**config.mk**
```make
export PLATFORM = sky130hd
export DESIGN_NAME = fifo_wr_arbiter
export DESIGN_NICKNAME = d
export VERILOG_FILES = /design/src/rtl/fifo_arb_pkg.sv /design/src/rtl/fifo_wr_arbiter_rr_pick.sv /design/src/rtl/fifo_wr_arbiter.sv
export SDC_FILE = /design/constraint.sdc
export NUM_CORES = 1
export LEC_CHECK = 0
export ABC_AREA = 1
export BUFFER_PORTS_ARGS = -buffer_cell sky130_fd_sc_hd__buf_2
export CAP_MARGIN = 20
export CORE_MARGIN = 5
export CORE_UTILIZATION = 37
export DETAILED_ROUTE_END_ITERATION = 12
export PLACE_DENSITY = 0.88
export SLEW_MARGIN = 20
export SYNTH_ARGS = -nofsm -noshare
export SYNTH_HDL_FRONTEND = slang
export SYNTH_HIERARCHICAL = 1
export SYNTH_SLANG_ARGS = --single-unit
```
**constraint.sdc**
```tcl
create_clock -name clk -period 4.2 [get_ports clk]
set_input_delay 0.42 -clock clk [delete_from_list [all_inputs] [get_ports clk]]
set_output_delay 0.42 -clock clk [all_outputs]
set_load 0.05 [all_outputs]
```
**src/rtl/fifo_arb_pkg.sv**
```systemverilog
// Shared types and default sizing for the FIFO write-side arbiter and its pickers.
package fifo_arb_pkg;

  localparam int unsigned N_REQ_DEF  = 4;
  localparam int unsigned DATA_W_DEF = 36;

  typedef enum logic {
    ARB_IDLE = 1'b0,
    ARB_LOCK = 1'b1
  } arb_state_t;

  // Successor index modulo n; the released owner goes to the back of the rotation.
  function automatic int unsigned rr_next(input int unsigned idx, input int unsigned n);
    return (idx + 1 >= n) ? 0 : idx + 1;
  endfunction

endpackage

```
**src/rtl/fifo_wr_arbiter_rr_pick.sv**
```systemverilog
// Combinational round-robin picker: first set request at or after start_i, wrapping.
module rr_pick #(
  parameter  int unsigned N = 4,
  localparam int unsigned W = (N > 1) ? $clog2(N) : 1
) (
  input  logic [N-1:0] req_i,
  input  logic [W-1:0] start_i,
  output logic         valid_c_o,
  output logic [W-1:0] idx_c_o
);

  always_comb begin
    int unsigned k;
    valid_c_o = 1'b0;
    idx_c_o   = '0;
    k         = 0;
    for (int unsigned j = 0; j < N; j++) begin
      k = (32'(start_i) + j) % N;
      if (!valid_c_o && req_i[W'(k)]) begin
        valid_c_o = 1'b1;
        idx_c_o   = W'(k);
      end
    end
  end

endmodule

```
**src/rtl/fifo_wr_arbiter.sv**
```systemverilog
// Round-robin packet arbiter sharing one async-FIFO write port between N_REQ requesters.
// Optional macro FIFO_WR_ARB_SRC_ID_EN prepends the owner index to every written beat.
module fifo_wr_arbiter
  import fifo_arb_pkg::*;
#(
  parameter  int unsigned N_REQ  = N_REQ_DEF,
  parameter  int unsigned DATA_W = DATA_W_DEF,
  localparam int unsigned ID_W   = $clog2(N_REQ),
`ifdef FIFO_WR_ARB_SRC_ID_EN
  localparam int unsigned WD_W   = DATA_W + ID_W
`else
  localparam int unsigned WD_W   = DATA_W
`endif
) (
  input  logic                    clk,
  input  logic                    rst_n,
  input  logic [N_REQ-1:0]        req_valid,
  input  logic [N_REQ-1:0]        req_last,
  input  logic [N_REQ*DATA_W-1:0] req_data,
  output logic [N_REQ-1:0]        req_ready,
  input  logic                    fifo_full,
  output logic                    fifo_wen,
  output logic [WD_W-1:0]         fifo_wdata,
  output logic                    busy,
  output logic [ID_W-1:0]         grant_id
);

  arb_state_t      state_q, state_d;
  logic [ID_W-1:0] owner_q, owner_d;
  logic [ID_W-1:0] ptr_q, ptr_d;

  logic            pick_valid_c;
  logic [ID_W-1:0] pick_idx_c;
  logic            lock_c;
  logic            fire_c;
  logic [DATA_W-1:0] owner_data_c;

  rr_pick #(.N(N_REQ)) u_pick (
    .req_i     (req_valid),
    .start_i   (ptr_q),
    .valid_c_o (pick_valid_c),
    .idx_c_o   (pick_idx_c)
  );

  // Write path: owner's beat goes straight to the FIFO in the accept cycle.
  always_comb begin
    lock_c       = (state_q == ARB_LOCK);
    owner_data_c = req_data[32'(owner_q) * DATA_W +: DATA_W];
    req_ready    = '0;
    if (lock_c && !fifo_full) begin
      req_ready[owner_q] = 1'b1;
    end
    fire_c   = lock_c && !fifo_full && req_valid[owner_q];
    fifo_wen = fire_c;
`ifdef FIFO_WR_ARB_SRC_ID_EN
    fifo_wdata = {owner_q, owner_data_c};
`else
    fifo_wdata = owner_data_c;
`endif
  end

  // Grant is taken in IDLE and held until the owner's last beat is written.
  always_comb begin
    state_d = state_q;
    owner_d = owner_q;
    ptr_d   = ptr_q;
    unique case (state_q)
      ARB_IDLE: begin
        if (pick_valid_c) begin
          owner_d = pick_idx_c;
          state_d = ARB_LOCK;
        end
      end
      ARB_LOCK: begin
        if (fire_c && req_last[owner_q]) begin
          state_d = ARB_IDLE;
          ptr_d   = ID_W'(rr_next(32'(owner_q), N_REQ));
        end
      end
      default: state_d = ARB_IDLE;
    endcase
  end

  always_ff @(posedge clk or negedge rst_n) begin
    if (!rst_n) begin
      state_q <= ARB_IDLE;
      owner_q <= '0;
      ptr_q   <= '0;
    end else begin
      state_q <= state_d;
      owner_q <= owner_d;
      ptr_q   <= ptr_d;
    end
  end

  assign busy     = (state_q == ARB_LOCK);
  assign grant_id = owner_q;

endmodule
```
After elaboration in Yosys (flattened, before gate mapping)
Cells that the tools add are included.
Operators by class
  multipliers: 1
  eq/ne operators: 0
  multiplexer cells: 27
  shifts and indexed selects: 1
  bitwise logic cells: 1
  div/mod/pow operators: 0
  reduce and logical (&&, ||, !) cells: 13
  $lt $le $gt $ge: 7
  add/sub/neg operators: 4
Operator list (count)
  $shiftx 144x9->36: 1
  $lt 2x3->1 const B: 5
  $mux 1: 13
  $bmux 1 s2: 6
  $mux 2: 5
  $logic_and 1x1->1: 7
  $mul 2x4->6 const B: 1
  $add 2x2->2 const B: 2
  $logic_not 1->1: 4
  $mux 4: 1
  $reduce_and 2->1: 2
  $add 2x1->3 const B: 1
  $ge 3x3->1 const B: 1
  $add 2x1->2 const B: 1
  $demux 1 s2: 1
  $ge 2x1->1 const B: 1
  $pmux 1 s2: 1
  $not 1->1: 1
Storage, ports and cells
  bits in latches: 0
  RAM bits: 0
  logic and storage cells: 57
  ROM bits: 0
  flip-flop bits (word level): 5
  memories kept: 0
  input port bits: 155

Depth between registers and ports, before layout
  depth after elaboration: 14
  mapped depth: 12
  mapped depth without buffers: 12

Modules after synthesis
Netlist, hierarchy kept.
By module, submodules not included
  fifo_wr_arbiter: cells each 263, area each 1405.1 µm², times used 1
  rr_pick: cells each 59, area each 319.1 µm², times used 1

Worst setup path before layout
OpenSTA, ideal clock, no wires.
  path kind: reg2out
  start point: register owner_q[1], in the netlist grant_id[1]
  end point: output port fifo_wdata[18]
  buffers on the path: 2
  stages on the path, launching flop included: 5
  required time: 3.780 ns
  arrival time: 1.970 ns
  path slack: 1.810 ns
  cell sequence: dfrtp_1 buf_2 buf_2 o21ai_0 o22ai_1
On the way
  longest elaborated chain between the ends: 2
Ends and longest elaborated chain
  start: declaration: RTL line fifo_wr_arbiter.sv:29  | logic [ID_W-1:0] owner_q, owner_d;
  start signal: assignment: RTL line fifo_wr_arbiter.sv:91  | owner_q <= owner_d;
  $mul 2x4->6: RTL line fifo_wr_arbiter.sv:48  | owner_data_c = req_data[32'(owner_q) * DATA_W +: DATA_W];
  $shiftx 144x9->36: RTL line fifo_wr_arbiter.sv:48
  end: declaration: RTL line fifo_wr_arbiter.sv:23  | output logic [WD_W-1:0] fifo_wdata,
No other way between the ends.

Worst setup path after layout
  start point: register owner_q[0], in the netlist grant_id[0]
  end point: output port fifo_wdata[3]
The elaborated chain is that of the path after synthesis.

==> impl_metrics.csv <==
group,metric,value,unit
outcome,status,"completed",
grt,first_global_vias,2479,
yosys,syn-cell-area,0.00172,sq mm
grt,grt_max_degree,81,
sta,rsz0062_at_grt,"false",
pwr,p_clk_frac,0.033,
clocking,root_buffer,"clkbuf_8",
place,place_congestion,0.855,
drt,viasPerCell,5.18,
yosys,syn_inst,322,
place,dp_hpwl,5980,um
clocking,insertion_delay,220,ps
drt,vias,2870,
place,dpl_cell_area,0.00262,sq mm
yosys,yosys.area.top_type_share,0.176,
grt,grt_usage,0.221,
sta,fmax,0.392,GHz
sta,fin_skew,2.60,ps
job,maxCapViolCount,0,
floorplan,ioPinCount,199,
yosys,yosysSeqAreaShare,0.0726,
worst_setup_path,path_buf_inv,2,
place,dp_slack,1850,ps
final_layout,final_cell_area,0.00267,sq mm
worst_setup_path,setup.reg_to_reg.worst_slack,2260,ps
grt,top_usage_layer,"met2",
final_layout,drive_gt1_frac,0.455,
yosys,synth_cell_types,22,
floorplan,die_h,78.3,um
worst_setup_path,startpoint,"grant_id[0]",
final_layout,nNetsFinal,661,
worst_setup_path,setup.worst_path.end,"fifo_wdata[3]",
drt,wl_per_cell,13.7,um
pwr,p_leak,0.00149,uW
worst_setup_path,cp_data_arrival_time,2130,ps
worst_hold_path,hold_path_class,"in2async",
sta,tightest_slew,948,ps
worst_setup_path,r2r_cells,7,
pwr,seq_power_share,0.040,
yosys,syn_area_per_cell,5.35,sq um
place,port_buffers,198,
final_layout,multiInputGateArea,0.00134,sq mm
final_layout,area_growth,54.8,%
floorplan,core.rowCount,24,
yosys,synth-main-ff-cell,"dfrtp_1",
sta,hold_viol,0,
worst_setup_path,slowest_stage,"clkinv_2",
sta,setup_viol,0,
floorplan,core,0.00444,sq mm
grt,gr-total-overflow,0,
worst_setup_path,crit_path_max_incr_delay,700,ps
worst_setup_path,cp_cell_sequence,"clkinv_2 > o21ai_0 > o22ai_1 > buf_2",
yosys,yosysMostFrequentCell,"nor2_1",
worst_setup_path,cp-end-kind,"primary output",
grt,antenna_found_initial,1,
yosys,ys_top_cells_by_area,"nor2_1 18%, o21ai_0 14%, o22ai_1 13%, nand2_1 8.9%, o21ai_1 7.5%",
yosys,netlist_top_cells_count,"81 x nor2_1, 47 x o21ai_0, 41 x nand2_1",
worst_setup_path,start_kind,"register",
floorplan,start_util,0.388,
pwr,power,2630,uW
pwr,p_sw,1890,uW
clocking,ctsHoldBuffers,0,
drt,drc,0,
sta,final.period_utilization,0.607,
final_layout,nFillCells,432,
drt,ant_nets,0,
grt,grt_pass1_wl,11400,um
yosys,yosysTopAreaCell,"nor2_1",
sta,slew_headroom,0.368,
final_layout,seqCellArea,126,sq um
yosys,async_flop_share,1.00,
clocking,ctsResizeCount,0,
worst_setup_path,r2r_start,"grant_id[0]",
pwr,internal_power,731,uW
yosys,ys_warn_count,6,
worst_setup_path,crit_family,"buffers and inverters",
worst_setup_path,required,3780,ps
yosys,syn_nets,481,
drt,wl,7610,um
sta,min_period,2550,ps
pwr,powerDensity,984,mW/mm^2
worst_setup_path,cp.depth,4,
worst_setup_path,worstReg2RegEnd,"ptr_q[0]",
yosys,synth_edf_count,0,
clocking,cts_setup_buffers,0,
grt,grt_use_met3,0.0309,
clocking,cts_inserted_buffers,3,
drt,drt-pass1-iter-count,4,
pwr,ir_worst_vdd,684,uV
clocking,cts_buffer_depth,2,
floorplan,dieArea,0.00613,sq mm
pwr,power_frac_comb,0.928,
worst_setup_path,critical_path_class,"reg2out",
sta,worst_slack,1650,ps
clocking,h-tree-depth,1,
sta,fin_tns_setup,0,ps
clocking,cts_tree,"done",
worst_setup_path,cp_max_fo,79,
clocking,clk_pin_slew_worst_paths,40,ps
floorplan,die_x,78.3,um
pwr,power_switching_share,0.722,
sta,drv_slew,0,
drt,drt_iter0_markers,151,
clocking,cts.sinks,5,
grt,grt_util_met2,0.421,
yosys,ys_ff_latch,5,
grt,use_met1,0.254,
==> power groups by stage <==
stage	Clock (uW)	Sequential, uW	Combinational, uW
2_1_floorplan	0	147	1970
4_1_cts	88.3	104	2430
6_report	86.2	104	2440
3_5_place_dp	0	104	2430
5_1_grt	92.8	109	2610
3_3_place_gp	0	102	2410
==> placed cells by master (no fill, tap or decap), types with 2 or more instances in the layout <==
cell type  instances
a21oi_1            4
buf_2            198
buf_4              2
clkbuf_8           3
dfrtp_1            4
ha_1               4
inv_1             18
inv_2              3
nand2_1           41
nand2_2           11
nand2_4            3
nand3_1            7
nand3_2            4
nand4_1            3
nor2_1            81
o21ai_0           47
o21ai_1           26
o22ai_1           36
==> registers in the layout, indices dropped and copies added (netlist names) <==
name and flops:
busy 1, grant_id 2, ptr_q 2
==> through the flow <==
step / cells / hold WS, ps / utilization
after floorplan: 322 / 124 / -
after global placement: 549 / 233 / 0.590
after detailed placement: 549 / 239 / 0.590
after CTS: 553 / 11.0 / 0.600
after global routing: 554 / 12.6 / 0.601
final: 554 / 10.8 / 0.601
==> area by class of cell <==
class / instances / area share
repair buffers: 200 / 0.377
inverters: 22 / 0.0314
diodes: 1 / 0.000938
multi-input cells: 270 / 0.502
clock buffers: 4 / 0.0169
well taps: 52 / 0.0244
flip-flops and latches: 5 / 0.0474
==> kinds of logic after synthesis <==
group | Yosys count | share of synthesized area
simple gates | 153 | 0.394
buf+inv | 47 | 0.150
flops | 5 | 0.0726
fa+ha+maj | 4 | 0.0290
compound gates | 113 | 0.354
==> worst min path at each step <==
stage          slack (ps)   from  endpoint  cells past startpoint
2_1_floorplan         120  rst_n      busy                      0
3_3_place_gp          230  rst_n      busy                      1
4_1_cts                10  rst_n  ptr_q[1]                      1
3_5_place_dp          240  rst_n  ptr_q[1]                      1
5_1_grt                10  rst_n  ptr_q[1]                      1
6_report               10  rst_n  ptr_q[1]                      1
==> worst register-to-register path, cell delays in order (launching register included) <==
cell and delay, ps:
dfrtp_2 350, clkinv_2 700, nand2_1 260, nand3_1 90
nand2_1 160, nand3_2 110, nand2_1 70, nand2_1 60
==> routing by layer <==
layer	vias to the layer above	share of wire	routed length, um
met5	-	0	0
li1	1450	-	-
met1	1266	0.38	2920
met4	0	0.016	123
met2	144	0.51	3910
met3	10	0.087	662
(Power assumes the default switching activity.)
